**config.mk**
```make
export PLATFORM = sky130hd
export DESIGN_NAME = if_id_stage_reg_flat
export DESIGN_NICKNAME = d
export VERILOG_FILES = /design/src/rtl/if_id_stage_reg_if.sv /design/src/rtl/if_id_stage_reg.sv /design/src/flat_wrapper.sv
export SDC_FILE = /design/constraint.sdc
export NUM_CORES = 1
export LEC_CHECK = 0
export CAP_MARGIN = 20
export CELL_PAD_IN_SITES_DETAIL_PLACEMENT = 1
export CELL_PAD_IN_SITES_GLOBAL_PLACEMENT = 1
export CORE_MARGIN = 5
export CORE_UTILIZATION = 34
export DETAILED_ROUTE_END_ITERATION = 12
export GPL_TIMING_DRIVEN = 0
export PLACE_DENSITY_LB_ADDON = 0.08
export SLEW_MARGIN = 10
export SYNTH_ARGS = -nofsm -noshare
export SYNTH_HDL_FRONTEND = slang
export SYNTH_SLANG_ARGS = --single-unit
```
**constraint.sdc**
```tcl
create_clock -name clk -period 6.4 [get_ports clk]
set_input_delay 0.64 -clock clk [delete_from_list [all_inputs] [get_ports clk]]
set_output_delay 0.64 -clock clk [all_outputs]
set_load 0.005 [all_outputs]
```
**src/rtl/if_id_stage_reg_if.sv**
```systemverilog
// ---------------------------------------------------------------------------
// if_id_stage_reg_if
//   Handshake bundle between the fetch stage, the IF/ID pipeline register and
//   the decode stage.
//
//   Parameters
//     INS_W     instruction width in bits
//     PC_W      program-counter width in bits
//
//   Signals
//     in_valid  fetch presents an instruction
//     in_ins    fetched instruction
//     in_pc     PC of the fetched instruction
//     in_ready  stage accepts in_ins/in_pc on this falling edge
//     flush     squash every held entry (branch taken)
//     out_ready decode consumes the output entry on this falling edge
//     out_valid out_ins/out_pc hold a live instruction
//     out_ins   instruction to decode
//     out_pc    PC to decode
//     stall_cnt saturating count of edges where decode stalled
//
//   Modports
//     master    fetch/decode side (drives the requests, observes the register)
//     slave     the pipeline register itself
// ---------------------------------------------------------------------------
interface if_id_stage_reg_if #(
    parameter int INS_W = 32,
    parameter int PC_W  = 64
);
    logic             in_valid;
    logic [INS_W-1:0] in_ins;
    logic [PC_W-1:0]  in_pc;
    logic             in_ready;
    logic             flush;
    logic             out_ready;
    logic             out_valid;
    logic [INS_W-1:0] out_ins;
    logic [PC_W-1:0]  out_pc;
    logic [15:0]      stall_cnt;

    modport master (
        output in_valid,
        output in_ins,
        output in_pc,
        output flush,
        output out_ready,
        input  in_ready,
        input  out_valid,
        input  out_ins,
        input  out_pc,
        input  stall_cnt
    );

    modport slave (
        input  in_valid,
        input  in_ins,
        input  in_pc,
        input  flush,
        input  out_ready,
        output in_ready,
        output out_valid,
        output out_ins,
        output out_pc,
        output stall_cnt
    );
endinterface

```
**src/rtl/if_id_stage_reg.sv**
```systemverilog
// ---------------------------------------------------------------------------
// if_id_stage_reg
//   IF/ID pipeline register with valid/ready handshakes on both sides, branch
//   flush, and a saturating decode-stall counter. All state changes on the
//   falling edge of clk; reset is asynchronous and active-high.
//
//   Parameters
//     INS_W     instruction width (default 32)
//     PC_W      program-counter width (default 64)
//     NOP_INS   bubble instruction shown when no entry is live (addi x0,x0,0)
//
//   Ports
//     clk       the only clock (falling-edge active)
//     reset     asynchronous active-high reset
//     bus       if_id_stage_reg_if.slave: in_valid/in_ins/in_pc/in_ready on
//               the fetch side, out_valid/out_ins/out_pc/out_ready on the
//               decode side, flush, stall_cnt
//
//   Build option
//     IF_ID_SKID_EN  when defined, a one-entry skid buffer sits behind the
//                    output entry (capacity 2) and in_ready comes straight
//                    from a flop. When undefined (default), capacity is 1 and
//                    in_ready = out_ready | ~out_valid, combinational.
// ---------------------------------------------------------------------------
module if_id_stage_reg #(
    parameter int               INS_W   = 32,
    parameter int               PC_W    = 64,
    parameter logic [INS_W-1:0] NOP_INS = INS_W'(32'h00000013)
) (
    input logic              clk,
    input logic              reset,
    if_id_stage_reg_if.slave bus
);

    // Saturating increment for the stall counter: sticks at all-ones.
    function automatic logic [15:0] sat_inc16(input logic [15:0] v);
        logic [15:0] r;
        if (v == 16'hFFFF) begin
            r = v;
        end else begin
            r = v + 16'd1;
        end
        return r;
    endfunction

    // Output entry (the one decode sees)
    logic             out_valid_q;
    logic             out_valid_d;
    logic [INS_W-1:0] out_ins_q;
    logic [INS_W-1:0] out_ins_d;
    logic [PC_W-1:0]  out_pc_q;
    logic [PC_W-1:0]  out_pc_d;
    logic [15:0]      stall_cnt_q;
    logic [15:0]      stall_cnt_d;

    logic in_ready_int;
    logic accept;
    logic retire;
    logic stall;

    // A flush squashes the simultaneous input as well, so it never counts as
    // an accepted transfer even though in_ready may read 1.
    assign accept = bus.in_valid & in_ready_int & ~bus.flush;
    assign retire = out_valid_q & bus.out_ready;
    assign stall  = out_valid_q & ~bus.out_ready & ~bus.flush;

    assign stall_cnt_d = stall ? sat_inc16(stall_cnt_q) : stall_cnt_q;

`ifdef IF_ID_SKID_EN
    // Skid entry: holds the one instruction accepted while the output entry
    // is full and decode is stalled.
    logic             skid_valid_q;
    logic             skid_valid_d;
    logic [INS_W-1:0] skid_ins_q;
    logic [INS_W-1:0] skid_ins_d;
    logic [PC_W-1:0]  skid_pc_q;
    logic [PC_W-1:0]  skid_pc_d;
    logic             in_ready_q;
    logic             in_ready_d;

    // in_ready is the flop; the reset gate only forces it low while reset is
    // held, since the flop itself comes out of reset ready to accept.
    assign in_ready_int = in_ready_q & ~reset;

    always_comb begin
        out_valid_d  = out_valid_q;
        out_ins_d    = out_ins_q;
        out_pc_d     = out_pc_q;
        skid_valid_d = skid_valid_q;
        skid_ins_d   = skid_ins_q;
        skid_pc_d    = skid_pc_q;

        if (bus.flush) begin
            out_valid_d  = 1'b0;
            out_ins_d    = NOP_INS;
            skid_valid_d = 1'b0;
        end else if (!out_valid_q) begin
            // Empty stage: the skid entry is necessarily empty too.
            if (accept) begin
                out_valid_d = 1'b1;
                out_ins_d   = bus.in_ins;
                out_pc_d    = bus.in_pc;
            end
        end else if (retire) begin
            if (skid_valid_q) begin
                // Skid entry is older than anything arriving now; in_ready
                // was low, so no input can be accepted on this edge.
                out_ins_d    = skid_ins_q;
                out_pc_d     = skid_pc_q;
                skid_valid_d = 1'b0;
            end else if (accept) begin
                out_ins_d = bus.in_ins;
                out_pc_d  = bus.in_pc;
            end else begin
                out_valid_d = 1'b0;
                out_ins_d   = NOP_INS;
            end
        end else if (accept) begin
            // Output entry is stalled: park the new instruction.
            skid_valid_d = 1'b1;
            skid_ins_d   = bus.in_ins;
            skid_pc_d    = bus.in_pc;
        end

        in_ready_d = ~skid_valid_d;
    end

    always_ff @(negedge clk or posedge reset) begin
        if (reset) begin
            skid_valid_q <= 1'b0;
            in_ready_q   <= 1'b1;
        end else begin
            skid_valid_q <= skid_valid_d;
            in_ready_q   <= in_ready_d;
        end
    end

    // Skid payload is qualified by skid_valid_q, so it needs no reset.
    always_ff @(negedge clk) begin
        skid_ins_q <= skid_ins_d;
        skid_pc_q  <= skid_pc_d;
    end
`else
    assign in_ready_int = ~reset & (bus.out_ready | ~out_valid_q);

    always_comb begin
        out_valid_d = out_valid_q;
        out_ins_d   = out_ins_q;
        out_pc_d    = out_pc_q;

        if (bus.flush) begin
            out_valid_d = 1'b0;
            out_ins_d   = NOP_INS;
        end else if (accept) begin
            // Covers both a fill of the empty stage and a same-edge
            // retire-and-replace.
            out_valid_d = 1'b1;
            out_ins_d   = bus.in_ins;
            out_pc_d    = bus.in_pc;
        end else if (retire) begin
            // Bubble out; the PC is left as-is for debug visibility.
            out_valid_d = 1'b0;
            out_ins_d   = NOP_INS;
        end
    end
`endif

    always_ff @(negedge clk or posedge reset) begin
        if (reset) begin
            out_valid_q <= 1'b0;
            out_ins_q   <= NOP_INS;
            out_pc_q    <= '0;
            stall_cnt_q <= 16'd0;
        end else begin
            out_valid_q <= out_valid_d;
            out_ins_q   <= out_ins_d;
            out_pc_q    <= out_pc_d;
            stall_cnt_q <= stall_cnt_d;
        end
    end

    assign bus.in_ready  = in_ready_int;
    assign bus.out_valid = out_valid_q;
    assign bus.out_ins   = out_ins_q;
    assign bus.out_pc    = out_pc_q;
    assign bus.stall_cnt = stall_cnt_q;

endmodule

```
**src/flat_wrapper.sv**
```systemverilog
// flat-port wrapper written by rule: the top's interface ports become plain ports
module if_id_stage_reg_flat 
#(
    parameter int               INS_W   = 32,
    parameter int               PC_W    = 64,
    parameter logic [INS_W-1:0] NOP_INS = INS_W'(32'h00000013)
)
  (clk, reset, bus_in_valid, bus_in_ins, bus_in_pc, bus_flush, bus_out_ready, bus_in_ready, bus_out_valid, bus_out_ins, bus_out_pc, bus_stall_cnt);
  if_id_stage_reg_if #(.INS_W(INS_W), .PC_W(PC_W)) bus_i ();
  input logic clk;
  input logic reset;
  input wire logic [$bits(bus_i.in_valid)-1:0] bus_in_valid;
  input wire logic [$bits(bus_i.in_ins)-1:0] bus_in_ins;
  input wire logic [$bits(bus_i.in_pc)-1:0] bus_in_pc;
  input wire logic [$bits(bus_i.flush)-1:0] bus_flush;
  input wire logic [$bits(bus_i.out_ready)-1:0] bus_out_ready;
  output wire logic [$bits(bus_i.in_ready)-1:0] bus_in_ready;
  output wire logic [$bits(bus_i.out_valid)-1:0] bus_out_valid;
  output wire logic [$bits(bus_i.out_ins)-1:0] bus_out_ins;
  output wire logic [$bits(bus_i.out_pc)-1:0] bus_out_pc;
  output wire logic [$bits(bus_i.stall_cnt)-1:0] bus_stall_cnt;
  assign bus_i.in_valid = bus_in_valid;
  assign bus_i.in_ins = bus_in_ins;
  assign bus_i.in_pc = bus_in_pc;
  assign bus_i.flush = bus_flush;
  assign bus_i.out_ready = bus_out_ready;
  assign bus_in_ready = bus_i.in_ready;
  assign bus_out_valid = bus_i.out_valid;
  assign bus_out_ins = bus_i.out_ins;
  assign bus_out_pc = bus_i.out_pc;
  assign bus_stall_cnt = bus_i.stall_cnt;
  if_id_stage_reg #(.INS_W(INS_W), .PC_W(PC_W), .NOP_INS(NOP_INS)) u_core (.clk(clk), .reset(reset), .bus(bus_i));
endmodule
```
== Yosys cells after proc, flatten, opt, wreduce, memory -nomap -nowiden ==
Index checks and enable logic that the tools add are counted.
Widths: inputs -> output; s select.
Operators by class
  eq/ne operators: 1
  multiplexer cells: 6
  bitwise gates (word level): 12
  reduce and logical (&&, ||, !) cells: 3
  add/subtract/negate cells: 1
Operators by type and width (count)
  $mux 32: 3
  $add 16x1->16 const B: 1
  $eq 16x16->1 const B: 1
  $and 1x1->1: 6
  $not 1->1: 5
  $reduce_and 2->1: 2
  $mux 1: 3
  $reduce_bool 3->1: 1
  $or 1x1->1: 1
Word-level totals
  input port bits: 101
  flip-flop bits (word level): 113
  word-level logic and storage cells: 27
  output and inout port bits: 114

== Longest topological paths before layout ==
  depth after elaboration: 7
  mapped depth: 6

==> results.toml <==
[cells_and_area]
antenna_cells = 0
final_common_cell = "clkdlybuf4s50_1"
regArea_um2 = 2830
fin_nets = 633
multi_input_area_um2 = 1540
area_growth_pct = 65.6
layout_common_cells = "clkdlybuf4s50_1 (214), dfrtn_1 (110), mux2_1 (41)"
num-fill-cells = 1283
layout-drive-gt1-share = 0.155

[job]
maxCapViolations = 0

[clock_tree]
cts-root-buf = "clkbuf_16"
clk_latency_ns = 0.45
clock_path_buffers = 2
post-cts-setup-buffer-count = 0
cts_hold_buf = 0
clk_pin_slew_ns = 0.04
htree_num_levels = 4
clock_sinks = 113
numCtsBuffers = 17
cts_resized = 0
cts_tree = "built"

[yosys]
ys_seq_elements = 113
synth.area.top_cells = "dfrtn_1 (61%), mux2_1 (10%), mux2_2 (6.5%)"
syn_avg_cell_area_um2 = 15.4
synth_nets = 395
synth.cell_area_um2 = 4500
synthCells = 293
ys_seq_area_frac = 0.629
ys_async_sr_fraction = 1.00
yosysTopAreaCell = "dfrtn_1"
yosysUniqueCellTypes = 40
synth_top_cell_area_share = 0.612
synth_edf_count = 0
synth_warnings = 0
synth-main-ff-cell = "dfrtn_1"

[timing]
rsz0062_at_grt = "no"
fin_skew_ns = 0.0585
hold_viol = 0
worstMarginPinSlew_ns = 0.526
slew_headroom = 0.649
setup_tns_ns = 0
final-setup-viol-count = 0
setup_ws_ns = 0.867
drv_slew = 0
holdWs_ns = 0.431

[power_and_ir_drop]
powerDensity_nw_per_um2 = 293
clockPowerShare = 0.387
seqPwrFrac = 0.409
report.power.total_w = 0.00218
net-switching-power_w = 0.000510
switching_share = 0.234
power_frac_comb = 0.205
p_int_w = 0.00167
ir_drop_mv = 0.170
total_leakage_power_nw = 3.19

[die]
die-area_um2 = 15600
die_x_um = 125
die_h_um = 125
start_util = 0.344
design.core.area_um2 = 13100
num_io_pins = 215
placementRows = 42

[detailed_routing]
totalWireLength_mm = 13.7
num_vias = 3388
drt_iter0_drc = 142
avgViaCountPerCell = 4.72
remaining_drc_errors = 0
drtPass1Iterations = 4
ant_nets = 0
wl_per_cell_um = 19.0

[worst_setup_path]
cpPeakStageDelay_ns = 0.49
critPathKind = "reg2out"
timing.critical_path.buf_inv = 1
critPathRequiredTime_ns = 5.76
crit_chain = "nor2b_4 > nor2_1 > clkdlybuf4s50_1"
crit_family = "flip-flops"
setup.worst_path.end_class = "output port"
crit_slowest_cell = "dfrtn_1"
cp_max_fo = 6
arrival_ns = 4.89
start_kind = "flip-flop"

[grt]
grt_start_max_net_pins = 39
grt_antenna_before_repair = 0
overflow = 0
grt_pass1_wl_mm = 21.6
grt_use_total = 0.178
grt_pass1_vias = 3801

[placed_design]
pre_cts_ws_ns = 0.578
hpwl_mm = 10.7
io_buffer_count = 214
place_congestion = 0.716

[min_path]
hold_class = "reg2reg"

[run_status]
status = "finished, final reports clean"
[cell usage after synthesis, types with 2 or more instances]
cell type  count
a22o_1        29
and3_1         3
and4_1         4
buf_2          5
buf_4          4
buf_6          5
dfrtn_1      110
dfstp_2        3
inv_1          3
mux2_1        41
mux2_2        26
mux2_4         2
nand2_1        8
nand2b_1       3
nand3_1        4
nand4_1        4
nor2_1         3
nor3_1         3
nor3b_1        2
nor4b_4        2
o22a_1         3
xnor2_1        3
xor2_1         6
[power groups by stage]
stage	combinational, W	clock, W	sequential [W]
finish	0.000446	0.000844	0.000891
global route	0.000479	0.000902	0.000906
CTS	0.000457	0.000868	0.000893
detailed placement	0.000454	0.00000390	0.000903
global placement	0.000438	0.00000390	0.000895
floorplan	0.000125	0.00000390	0.000904
[through the flow]
stage / instances / util / cell area, µm²
2_1_floorplan: 293 / - / 4500
3_3_place_gp: 683 / 0.525 / 6870
3_5_place_dp: 686 / 0.529 / 6930
4_1_cts: 718 / 0.570 / 7450
5_1_grt: 718 / 0.570 / 7450
6_report: 718 / 0.570 / 7450
[kinds of logic (layout without fill, tap and decap cells)]
group,Yosys count,after routing,synth area share
flip-flops,113,113,0.629
multiplexers,70,70,0.177
AND/OR/NAND/NOR,44,44,0.0742
AO/OA/AOI/OAI,38,38,0.0717
buffers and inverters,18,267,0.0281
XOR/XNOR,9,9,0.0175
adder cells (fa/ha/maj),1,1,0.00278
[worst paths after layout]
kind / cells after the start / startpoint / to / slack, ns
worst max register to register: 6 / u_core.bus.stall_cnt[0] / u_core.bus.stall_cnt[1] / 4.48
worst min register to register: 1 / u_core.bus.out_pc[23] / u_core.bus.out_pc[23] / 0.43
min in group asynchronous: 2 / reset / u_core.bus.stall_cnt[0] / 3.89
worst min-delay path: 1 / u_core.bus.out_pc[23] / u_core.bus.out_pc[23] / 0.43
max in group asynchronous: 3 / reset / u_core.bus.out_pc[39] / 1.92
worst max-delay path: 3 / u_core.bus.out_valid / bus_in_ready / 0.87
[state kept, by name, indices dropped and copies added (netlist names)]
name	flops
u_core.bus.out_pc	64
u_core.bus.stall_cnt	16
u_core.bus.out_ins	32
u_core.bus.out_valid	1
[area by class of cell]
type	instances	area share
Buffer	15	0.0154
Tap cell	176	0.0295
Inverter	2	0.00151
Multi-Input combinational cell	162	0.207
Timing Repair Buffer	217	0.295
Clock buffer	22	0.0609
Sequential cell	113	0.380
Clock inverter	11	0.0102
[metal layers]
metal	track usage	up-vias	share of wire
li1	-	1550	-
met1	0.192	1699	0.39
met2	0.308	127	0.51
met3	0.0810	12	0.083
met4	0.0651	0	0.016
met5	0	-	0
Note: power is estimated with default switching activity, not from simulation.
